File: src/rtl/fir_mac_sched.sv
`default_nettype none
// ============================================================================
//  Module      : fir_mac_sched
//  Description : Time-multiplexed FIR controller. One external signed
//                multiplier is shared across all taps; each accepted sample
//                takes TAPS multiply-accumulate cycles, then the result is
//                offered on a valid/ready output port.
//  Revision    : 1.0 - initial release
// ============================================================================
module fir_mac_sched #(
    parameter int TAPS = 8,
    parameter int DW   = 9,
    parameter int CW   = 10,
    parameter int AW   = 24,
    localparam int TW  = (TAPS > 1) ? $clog2(TAPS) : 1
) (
    input  logic          clk,
    input  logic          rst,

    // sample input
    input  logic          in_valid,
    output logic          in_ready,
    input  logic [DW-1:0] in_data,

    // coefficient write port
    input  logic          coef_wr_en,
    input  logic [TW-1:0] coef_wr_addr,
    input  logic [CW-1:0] coef_wr_data,
    output logic          coef_wr_rdy,

    // shared external multiplier
    output logic [DW-1:0] mul_a,
    output logic [CW-1:0] mul_b,
    input  logic [AW-1:0] mul_p,

    // filter output
    output logic          out_valid,
    input  logic          out_ready,
    output logic [AW-1:0] out_data,

    output logic          busy
);

    // ------------------------------------------------------------------------
    // Constants
    // ------------------------------------------------------------------------
    // Index of the last tap; reaching it in MAC ends the pass.
    localparam logic [TW-1:0] C_LAST_TAP = TW'(TAPS - 1);
    // Tap count at address width + 1 so out-of-range addresses can be caught
    // even when TAPS is a power of two.
    localparam logic [TW:0]   C_TAPS     = (TW + 1)'(TAPS);

    // ------------------------------------------------------------------------
    // State encoding
    // ------------------------------------------------------------------------
    typedef enum logic [1:0] {
        ST_IDLE = 2'd0,
        ST_MAC  = 2'd1,
        ST_OUT  = 2'd2
    } state_t;

    state_t                state_q;
    logic signed [DW-1:0]  x_q [TAPS];      // sample delay line, x_q[0] newest
    logic signed [CW-1:0]  c_q [TAPS];      // coefficient bank
    logic        [AW-1:0]  acc_q;
    logic        [AW-1:0]  acc_d;
    logic        [TW-1:0]  idx_q;
    logic                  out_valid_q;
    logic        [AW-1:0]  out_data_q;

    logic                  coef_addr_ok;
    logic                  coef_wr_fire;
    logic                  in_fire;

    // ------------------------------------------------------------------------
    // Handshake and status decode
    // ------------------------------------------------------------------------
    // Samples are only taken in IDLE, so no result can ever be overwritten.
    assign in_ready     = (state_q == ST_IDLE);
    // The bank is read during MAC; freezing it there keeps a pass coherent.
    assign coef_wr_rdy  = (state_q != ST_MAC);
    assign busy         = (state_q != ST_IDLE);

    assign in_fire      = in_valid & in_ready;
    assign coef_addr_ok = ({1'b0, coef_wr_addr} < C_TAPS);
    assign coef_wr_fire = coef_wr_en & coef_wr_rdy & coef_addr_ok;

    // Multiplier operands come straight from the registers at the current
    // tap so the product arrives in the same cycle; held at zero otherwise.
    assign mul_a = (state_q == ST_MAC) ? x_q[idx_q] : '0;
    assign mul_b = (state_q == ST_MAC) ? c_q[idx_q] : '0;

    // The multiplier hands back a sign-extended product, so a plain modulo
    // 2^AW add gives correct two's-complement accumulation.
    assign acc_d = acc_q + mul_p;

    assign out_valid = out_valid_q;
    assign out_data  = out_data_q;

    // ------------------------------------------------------------------------
    // Control FSM with datapath registers (delay line, coefficients, acc)
    // ------------------------------------------------------------------------
    always_ff @(posedge clk or posedge rst) begin
        if (rst) begin
            state_q     <= ST_IDLE;
            acc_q       <= '0;
            idx_q       <= '0;
            out_valid_q <= 1'b0;
            out_data_q  <= '0;
            for (int k = 0; k < TAPS; k++) begin
                x_q[k] <= '0;
                c_q[k] <= '0;
            end
        end else begin
            // Coefficient updates are independent of the sample flow; a write
            // coinciding with sample acceptance is visible to that pass.
            if (coef_wr_fire) begin
                c_q[coef_wr_addr] <= coef_wr_data;
            end

            case (state_q)
                ST_IDLE: begin
                    if (in_fire) begin
                        x_q[0] <= in_data;
                        for (int k = 1; k < TAPS; k++) begin
                            x_q[k] <= x_q[k-1];
                        end
                        acc_q   <= '0;
                        idx_q   <= '0;
                        state_q <= ST_MAC;
                    end
                end

                ST_MAC: begin
                    acc_q <= acc_d;
                    if (idx_q == C_LAST_TAP) begin
                        // Final product folded straight into the output
                        // register so the result is ready on entry to OUT.
                        idx_q       <= '0;
                        out_data_q  <= acc_d;
                        out_valid_q <= 1'b1;
                        state_q     <= ST_OUT;
                    end else begin
                        idx_q <= idx_q + 1'b1;
                    end
                end

                ST_OUT: begin
                    if (out_ready) begin
                        out_valid_q <= 1'b0;
                        state_q     <= ST_IDLE;
                    end
                end

                default: begin
                    state_q     <= ST_IDLE;
                    out_valid_q <= 1'b0;
                end
            endcase
        end
    end

endmodule
`default_nettype wire

File: config.mk
export PLATFORM = sky130hd
export DESIGN_NAME = fir_mac_sched
export DESIGN_NICKNAME = d
export VERILOG_FILES = /design/src/rtl/fir_mac_sched.sv
export SDC_FILE = /design/constraint.sdc
export NUM_CORES = 1
export LEC_CHECK = 0
export ABC_AREA = 1
export CAP_MARGIN = 20
export CORE_UTILIZATION = 30
export CTS_BUF_LIST = sky130_fd_sc_hd__clkbuf_4 sky130_fd_sc_hd__clkbuf_8 sky130_fd_sc_hd__clkbuf_16
export DETAILED_ROUTE_END_ITERATION = 7
export GPL_TIMING_DRIVEN = 0
export HOLD_SLACK_MARGIN = 0.15
export PLACE_DENSITY = 0.58
export SLEW_MARGIN = 25
export SYNTH_ARGS = -nofsm -noshare
export SYNTH_HDL_FRONTEND = slang
export SYNTH_SLANG_ARGS = --single-unit
File: constraint.sdc
create_clock -name clk -period 19.3 [get_ports clk]
set_clock_uncertainty 0.05 [all_clocks]
set_input_delay 1.93 -clock clk [delete_from_list [all_inputs] [get_ports clk]]
set_output_delay 1.93 -clock clk [all_outputs]
set_load 0.02 [all_outputs]
; Yosys cells after proc, flatten, opt, wreduce, memory -nomap -nowiden
; Cells that the tools add are included.
[totals]
ff_bits = 206
in_bits = 51
output_inout_bits = 47
word_cells = 70
[classes]
addsub = 2
magnitude_cmp = 3
n_eq_ne = 7
muxes = 23
bitwise = 5
n_reduce_logical = 9
[ops]
columns = op, n
row1 = 80-bit bitwise mux, 1
row2 = 24-bit case mux with 2 select lines, 1
row3 = 10-bit two-way mux, 4
row4 = 10-bit binary-select mux with 3-bit select, 1
row5 = 10-bit demux with 3-bit select, 1
row6 = 9-bit binary-select mux with 3-bit select, 1
row7 = 9-bit two-way mux, 3
row8 = 24-bit adder, 1
row9 = 24-bit two-way mux, 1
row10 = 4-bit >= comparator (second input constant), 2
row11 = 3-bit inverter with 4-bit output, 2
row12 = 2-bit two-way mux, 3
row13 = 3-bit two-way mux, 2
row14 = 2-bit by 1-bit != test with 1-bit output (second input constant), 3
row15 = 2-bit case mux with 3 select lines, 1
row16 = 3-bit case mux with 2 select lines, 1
row17 = 2-bit AND reduction, 3
row18 = 3-bit AND reduction, 2
row19 = 4-bit by 1-bit less-than comparator with 1-bit output (second input constant), 1
row20 = 2-bit nonzero test, 2
row21 = 3-bit by 1-bit adder with 3-bit output (second input constant), 1
row22 = 3-bit equality test (second input constant), 1
row23 = 1-bit case mux with 3 select lines, 1
row24 = 1-bit AND, 2
row25 = other kinds (7), 8

; Logic depth before layout (Yosys ltp)
; Gate-level depths: netlist (run 1).
[logic_depth]
word_depth = 6
mapped_depth = 13
ltp_nobuf = 13

; Worst setup path after synthesis (run 1)
; Ideal clock, no wire load.
[synth_path]
kind = input -> register
start = input port mul_p[0]
end = register acc_q[16]
setup_time_ns = 0.117
arrival_time_ns = 3.202
t_required_ns = 19.133
slack_ns = 15.931
path_stages = 13
n_path_buf = 0
cell_sequence = ha_1 inv_1 fa_1 inv_1 nand3_1 nand3_1 nand2_1 nand2_1 nand2_1 nand2_1 nand2_1 nand3_1 nand2_1
[synth_between]
elab_chain_cells = 2
[synth_lines]
columns = element, line_no
row1 = start: declaration, 34  ; input logic [AW-1:0] mul_p,
row2 = 24-bit adder, 95  ; assign acc_d = acc_q + mul_p;
row3 = 24-bit case mux with 2 select lines, 121  ; case (state_q)
row4 = end signal: assignment, 106  ; acc_q <= '0;
row5 = end signal: assignment, 128  ; acc_q <= '0;
row6 = end signal: assignment, 135  ; acc_q <= acc_d;
row7 = end: declaration, 65  ; logic [AW-1:0] acc_q;
; No other way between the ends.
; A chain may end at the register's enable or synchronous reset.

; Worst setup path in the final report (run 1)
[layout_path]
start = register idx_q[1]
end = output port mul_b[7]
[layout_between]
elab_chain_cells = 5
[layout_lines]
columns = element, line_no
row1 = start: declaration, 67  ; logic [TW-1:0] idx_q;
row2 = start signal: assignment, 144  ; idx_q <= idx_q + 1'b1;
row3 = 3-bit inverter with 4-bit output (implied by the code), 91  ; assign mul_b = (state_q == ST_MAC) ? c_q[idx_q] : '0;
row4 = 10-bit binary-select mux with 3-bit select, 91
row5 = 10-bit two-way mux (implied by the code) (2 in series), 91
row6 = 10-bit two-way mux, 91
row7 = end: declaration, 33  ; output logic [CW-1:0] mul_b,
; No other way between the ends. The select of a mux whose other input is x is not followed.

==> results of run 1 <==
[worst max-delay path, cell delays in order, from the launching register on]
cell	delay, ns
dfrtp_1	0.40
buf_4	0.20
inv_2	0.10
clkbuf_1	0.33
o21ai_0	0.16
o22ai_1	0.17
o21ai_0	0.15
nor2_1	0.22
clkdlybuf4s50_1	0.64
[placed cells by master (no fill, tap or decap), types with 4 or more instances in the layout]
cell	netlist	routed
a31oi_1	9	9
inv_1	127	126
dfrtp_1	206	206
buf_6	8	8
mux2_2	10	10
nand4_1	13	13
o21ai_1	12	12
mux2_4	16	16
nand2_1	357	357
clkinv_2	0	4
inv_2	5	5
o21ai_0	219	219
ha_1	25	25
clkdlybuf4s50_1	0	97
buf_2	26	26
clkbuf_16	0	25
xnor2_1	7	7
nand3b_1	10	10
bufinv_16	0	4
buf_4	6	6
o22ai_1	21	21
a21oi_1	55	55
nor2_1	110	110
clkbuf_1	26	26
nand3_1	50	50
[power groups by stage]
stage	sequential [uW]	combinational [uW]	clock (uW)
6_report	771	1200	492
3_5_place_dp	774	1200	0
5_1_grt	797	1350	521
4_1_cts	770	1210	506
3_3_place_gp	769	1180	0
2_1_floorplan	776	783	0
[cell usage after synthesis, types with 12 or more instances]
cell type	n	area, um2
a21oi_1	55	275.3
buf_2	26	130.1
clkbuf_1	26	97.59
dfrtp_1	206	5155
ha_1	25	312.8
inv_1	127	476.7
mux2_4	16	240.2
nand2_1	357	1340
nand3_1	50	250.2
nand4_1	13	81.33
nor2_1	110	412.9
o21ai_0	219	1096
o21ai_1	12	60.06
o22ai_1	21	131.4
[path summary, 6_finish.rpt]
check                             startpoint  depth (start not counted)            to  slack (ns)
worst min register to register  out_data[14]                          2  out_data[14]        0.43
worst max register to register      acc_q[0]                         13  out_data[16]       17.20
worst min-delay path            out_data[14]                          2  out_data[14]        0.43
min in group asynchronous                rst                          2       c_q[31]        1.75
worst max-delay path                idx_q[1]                          8      mul_b[7]       14.41
max in group asynchronous                rst                          4        c_q[9]       16.30
[flip-flops by register name, indices dropped and copies added, names as in the netlist]
signal     count
state_q        2
x_q           72
c_q           80
acc_q         24
out_valid      1
idx_q          3
out_data      24
[cell families after synthesis]
| family | synth area share |
|---|---|
| AOI/OAI and AO/OA | 0.1526 |
| xor gates and xnor gates | 0.006570 |
| muxes | 0.03308 |
| adders and majority gates | 0.03121 |
| buffers and inverters | 0.08118 |
| and+or+nand+nor | 0.2120 |
| DFF | 0.4833 |
[routing by layer]
metal / vias up / global-route usage
li1: 4598 / -
met5: - / 0
met2: 238 / 0.2876
met1: 4424 / 0.2312
met3: 43 / 0.02466
met4: 0 / 0.04985
[cell type report]
cell class	instances	area, um2
fillers	3638	21690
flip-flops and latches	206	5155
multi-input cells	929	4644
repair buffers	99	1026
clock buffers	29	668.1
well taps	455	569.3
inverters	133	506.7
plain buffers	67	366.6
clock inverters	11	175.2
[per-stage QoR]
stage               power [uW]  cell area (um2)  setup slack, ns
floorplan                 1558            10670            11.70
global route              2664            13110            14.24
global placement          1954            12210            8.711
detailed placement        1977            12270            15.01
CTS                       2485            13110            14.44
finish                    2462            13110            14.41
==> qor.yml, run 1 <==
sta:
  finalSetupViolCount: 0
  slew-limit-headroom: 0.6073
  finalHoldWorstSlack_ns: 0.4269
  max_freq_mhz: 204.5
  tightest_slew_ns: 0.5891
  timing.setup.tns_ns: 0
  layout_worst_path_cycle_share: 0.2534
  hold_violations: 0
  grt_setup_unrepaired: "no"
  final_period_minus_worst_setup_slack_ns: 4.890
  slew_violations: 0
worst_setup_path:
  critPathCaptureType: "output pin"
  timing.critical_path.fanout_max: 10
  cp.required_ns: 17.32
  timing.critical_path.from_type: "register"
  arrival_ns: 2.91
  crit_type: "register to output pin"
yosys:
  syn-num-nets: 1412
  yosys_warnings: 0
  register_bit_count_reported_by_yosys: 206
  synth-main-ff-cell: "dfrtp_1"
  avgSynthCellArea_um2: 7.989
  netlist_instances: 1335
  postSynth.asyncResetShare: 1.000
  seq_area_frac_synth: 0.4833
  synth_area_mm2: 0.01067
  ys_types: 32
  number_of_enable_type_register_cells_in_the_synthesized_netlist: 0
cells_and_area:
  antenna_cells_inserted: 0
  syn2layout_area_growth_pct: 22.94
  layout.nets: 1538
  utilization: 0.3768
  layoutNonFillerInstCount: 1929
  drive_above_1_share: 0.08480
power_and_ir_drop:
  leakage_uw: 0.006365
  p_int_uw: 1421
  vdd.ir_drop.worst_mv: 0.09754
  power_switching_share: 0.4227
  clock_share_of_power: 0.200
  share_seq_of_total_power: 0.313
  power_switching_uw: 1041
  pwr_density_cell_mw_per_mm2: 187.8
  combinationalPowerShare: 0.487
run_status:
  status: "completed"
floorplan:
  die_w_um: 190.6
  die-height_um: 190.6
  core.rowCount: 68
  die_area_mm2: 0.03631
  coreArea_mm2: 0.03480
  initial_utilization: 0.3065
  ioPinCount: 98
placed_design:
  half_perimeter_wire_length_of_the_detailed_placement_result_mm: 21.97
  placed_cells: 1889
  globalplace.congestion: 0.8619
  port_buffers: 97
min_path:
  hold_class: "register to register"
grt:
  grt_antenna_before_repair: 0
  grt_start_max_net_pins: 91
  grt_usage: 0.1724
  grt_first_pass_wirelength_mm: 49.62
  vias_in_the_first_global_route: 9211
  globalRoute.totalOverflow: 0
clock_tree:
  cts_hold_buf: 0
  clock_tree.htree_level_count: 1
  clock_latency_ns: 0.55
  clock_tree_from_tritoncts: "done"
  tritoncts.num_buffers: 25
  cts_buffer_depth: 3
  cts.root.buffer_cell: "clkbuf_16"
  cts_post_setup_buffers_inserted: 0
  cts_num_sinks: 206
  cts.clk_slew.worst_paths_ns: 0.05
  ctsResizeCount: 0
routing:
  route.detailed.drc: 0
  length_of_routed_wiring_on_met1_mm: 14.25
  detailedRoute.firstIterationViolations: 670
  drt-wirelength-per-cell_um: 16.05
  routed.top_layer: "met4"
  met3_wirelength_mm: 1.579
  route.detailed.vias_per_inst: 4.823
  dr.pass1.iters: 5
  met2_length_mm: 14.39
  drtAntennaViolNets: 0
  dr_total_vias: 9303
  finalWirelength_mm: 30.96
job:
  maxCapViolCount: 0
Power figures use the tool's default switching activity.
==> run 2, diff against run 1 <==
==> constraint.sdc (replaced) <==
create_clock -name clk -period 4.9 [get_ports clk]
set_clock_uncertainty 0.05 [all_clocks]
set_input_delay 0.49 -clock clk [delete_from_list [all_inputs] [get_ports clk]]
set_output_delay 0.49 -clock clk [all_outputs]
set_load 0.02 [all_outputs]
==> run 2 against run 1 <==
Power grew to 3.9 times the previous value. Final area rose by 0.59%. Global-route usage down 0.28 points. Die area is the same. Largest power group unchanged. Non-clock buffer count rose by 5. Clock power increased to 3.8 times the previous value. Via count down 0.21%. Utilization grew 0.22 points. Routed wire length shrank 0.50%. Sequential share of layout area shrank 0.23 points.
==> qor.yml, run 2 (synthesized netlist as in run 1, its figures left out) <==
cells_and_area:
  layout.cells.most_common: "nand2_1"  # unchanged
  utilization: 0.3790  # was 0.3768
  final_cell_mix: "nand2_1 (357), o21ai_0 (219), dfrtp_1 (206)"  # unchanged
  layout.nets: 1543  # was 1,538
  layoutNonFillerInstCount: 1938  # was 1,929
  biggestRegsByFlops: "c_q (80), x_q (72)"  # unchanged
  syn2layout_area_growth_pct: 23.66  # was 22.94%
  flip_flop_count_of_the_largest_register_all_copies_and_words_added: 80  # unchanged
  antenna_cells_inserted: 0  # unchanged
  largest_register: "c_q"  # unchanged
  drive_above_1_share: 0.09036  # was 0.08480
  final_cell_area_mm2: 0.01319  # was 0.01311 mm2
sta:
  final_period_minus_worst_setup_slack_ns: 3.470
  hold_violations: 0  # unchanged
  tightest_slew_ns: 0.5901  # was 0.5891 ns
  layout_worst_path_cycle_share: 0.7082
  grt_setup_unrepaired: "no"  # unchanged
  finalHoldWorstSlack_ns: 0.2852  # was 0.4269 ns
  finalSetupViolCount: 0  # unchanged
  slew_violations: 0  # unchanged
  max_freq_mhz: 288.2
  slew-limit-headroom: 0.6066  # was 0.6073
job:
  maxCapViolCount: 0  # unchanged
power_and_ir_drop:
  pwr_density_cell_mw_per_mm2: 730.6  # was 187.8 mW/mm2
  p_int_uw: 5543  # was 1421 uW
  leakage_uw: 0.006411  # was 0.006365 uW
  combinationalPowerShare: 0.492  # was 0.487
  report.power.total_uw: 9635  # was 2462 uW
  power_switching_uw: 4092  # was 1041 uW
  clock_share_of_power: 0.193  # was 0.200
  vdd.ir_drop.worst_mv: 0.3759  # was 0.09754 mV
  share_seq_of_total_power: 0.315  # was 0.313
  power_switching_share: 0.4247  # was 0.4227
placed_design:
  port_buffers: 97  # unchanged
  globalplace.congestion: 0.8691  # was 0.8619
  placed_area_mm2: 0.01236  # was 0.01227 mm2
  placed_cells: 1894  # was 1,889
  half_perimeter_wire_length_of_the_detailed_placement_result_mm: 22.32  # was 21.97 mm
clock_tree:
  cts_post_setup_buffers_inserted: 0  # unchanged
  cts.root.buffer_cell: "clkbuf_16"  # unchanged
  cts.clk_slew.worst_paths_ns: 0.06  # was 0.05 ns
  cts_buffer_depth: 3  # unchanged
  clock_latency_ns: 0.54  # was 0.55 ns
  clock_tree.htree_level_count: 1  # unchanged
  clock_tree_from_tritoncts: "done"  # unchanged
  cts_num_sinks: 206  # unchanged
  tritoncts.num_buffers: 25  # unchanged
  cts_hold_buf: 0  # unchanged
  ctsResizeCount: 0  # unchanged
routing:
  route.detailed.vias_per_inst: 4.790  # was 4.823
  finalWirelength_mm: 30.81  # was 30.96 mm
  routed.top_layer: "met4"  # unchanged
  dr_total_vias: 9283  # was 9,303
  detailedRoute.firstIterationViolations: 677  # was 670
  met3_wirelength_mm: 1.681  # was 1.579 mm
  met2_length_mm: 14.15  # was 14.39 mm
  route.detailed.drc: 0  # unchanged
  length_of_routed_wiring_on_met1_mm: 14.50  # was 14.25 mm
  drt-wirelength-per-cell_um: 15.90  # was 16.05 um
  dr.pass1.iters: 5  # unchanged
  drtAntennaViolNets: 0  # unchanged
floorplan:
  initial_utilization: 0.3065  # unchanged
  core.rowCount: 68  # unchanged
  die-height_um: 190.6  # unchanged
  die_w_um: 190.6  # unchanged
  ioPinCount: 98  # unchanged
  coreArea_mm2: 0.03480  # unchanged
  die_area_mm2: 0.03631  # unchanged
grt:
  grt_antenna_before_repair: 0  # unchanged
  grt_start_max_net_pins: 31  # was 91
  grt_first_pass_wirelength_mm: 48.69  # was 49.62 mm
  vias_in_the_first_global_route: 8909  # was 9,211
  grt_usage: 0.1696  # was 0.1724
  globalRoute.totalOverflow: 0  # unchanged
worst_setup_path:
  crit_path_frequent_cell: "o21ai_0"  # unchanged
  critPathCaptureType: "output pin"  # unchanged
  timing.critical_path.fanout_max: 10  # unchanged
  crit_slowest_cell: "clkdlybuf4s50_1"  # unchanged
  crit_path_cell_trace: "buf_4 -> inv_2 -> clkbuf_1 -> o21ai_0 -> o22ai_1 -> o21ai_0 -> nor2_1 -> clkdlybuf4s50_1"  # unchanged
  critical_path.reg2reg.startpoint: "acc_q[0]"  # unchanged
  arrival_ns: 2.93  # was 2.91 ns
  crit_type: "register to output pin"  # unchanged
  cp.required_ns: 4.36  # was 17.32 ns
  timing.critical_path.from_type: "register"  # unchanged
  timing.reg2reg.setup_slack_ns: 2.81  # was 17.20 ns
  worstRegToRegCells: 13  # unchanged
  cp_peak_stage_delay_ns: 0.64  # about the same
  reg2reg_to: "out_data[16]"  # unchanged
  setup.worst_path.end: "mul_b[7]"  # unchanged
  startpoint: "idx_q[1]"  # unchanged
min_path:
  hold_class: "input port to asynchronous set/reset pin"  # was register to register
run_status:
  status: "completed"  # unchanged
==> run 2: cell type report <==
cell class | instances | area, um2
multi-input combinational | 929 | 4644
buffer | 67 | 366.6
tap | 455 | 569.3
sequential | 206 | 5155
fill | 3596 | 21610
timing repair buffer | 104 | 1119
inverter | 133 | 503.0
clock buffer | 37 | 753.2
clock inverter | 7 | 78.83
==> run 2: worst min-delay path by stage <==
stage                      start      endpoint  slack (ns)
detailed placement  out_data[12]  out_data[12]        0.42
global route                 rst       c_q[35]        0.31
CTS                          rst       c_q[35]        0.28
floorplan                c_q[19]       c_q[19]        0.40
finish                       rst        c_q[2]        0.29
global placement         c_q[56]       c_q[56]        0.41
==> run 2: power by group through the flow <==
stage               registers, uW  clock network, uW  logic, uW
floorplan                    3060                  0       3080
finish                       3030               1860       4740
global placement             3030                  0       4660
global route                 3130               1980       5320
detailed placement           3040                  0       4740
CTS                          3030               1910       4760
==> run 2: metrics by stage <==
| step | setup TNS, ns | setup WS [ns] |
|---|---|---|
| finish | 0 | 1.430 |
| global route | 0 | 1.287 |
| CTS | 0 | 1.439 |
| detailed placement | 0 | 2.040 |
| global placement | -15.73 | -0.1017 |
| floorplan | 0 | 1.688 |
==> run 2: worst max-delay path: cells and delay by family (launching register included) <==
kind	cells	cell delay (ns)
compound gates	3	0.50
flops	1	0.39
simple gates	1	0.20
buf+inv	4	1.31
==> run 2: per-layer routing <==
layer  vias up  GRT usage
li1       4610          -
met1      4375     0.2335
met2       258     0.2815
met3        40    0.02558
met4         0    0.03354
met5         -          0
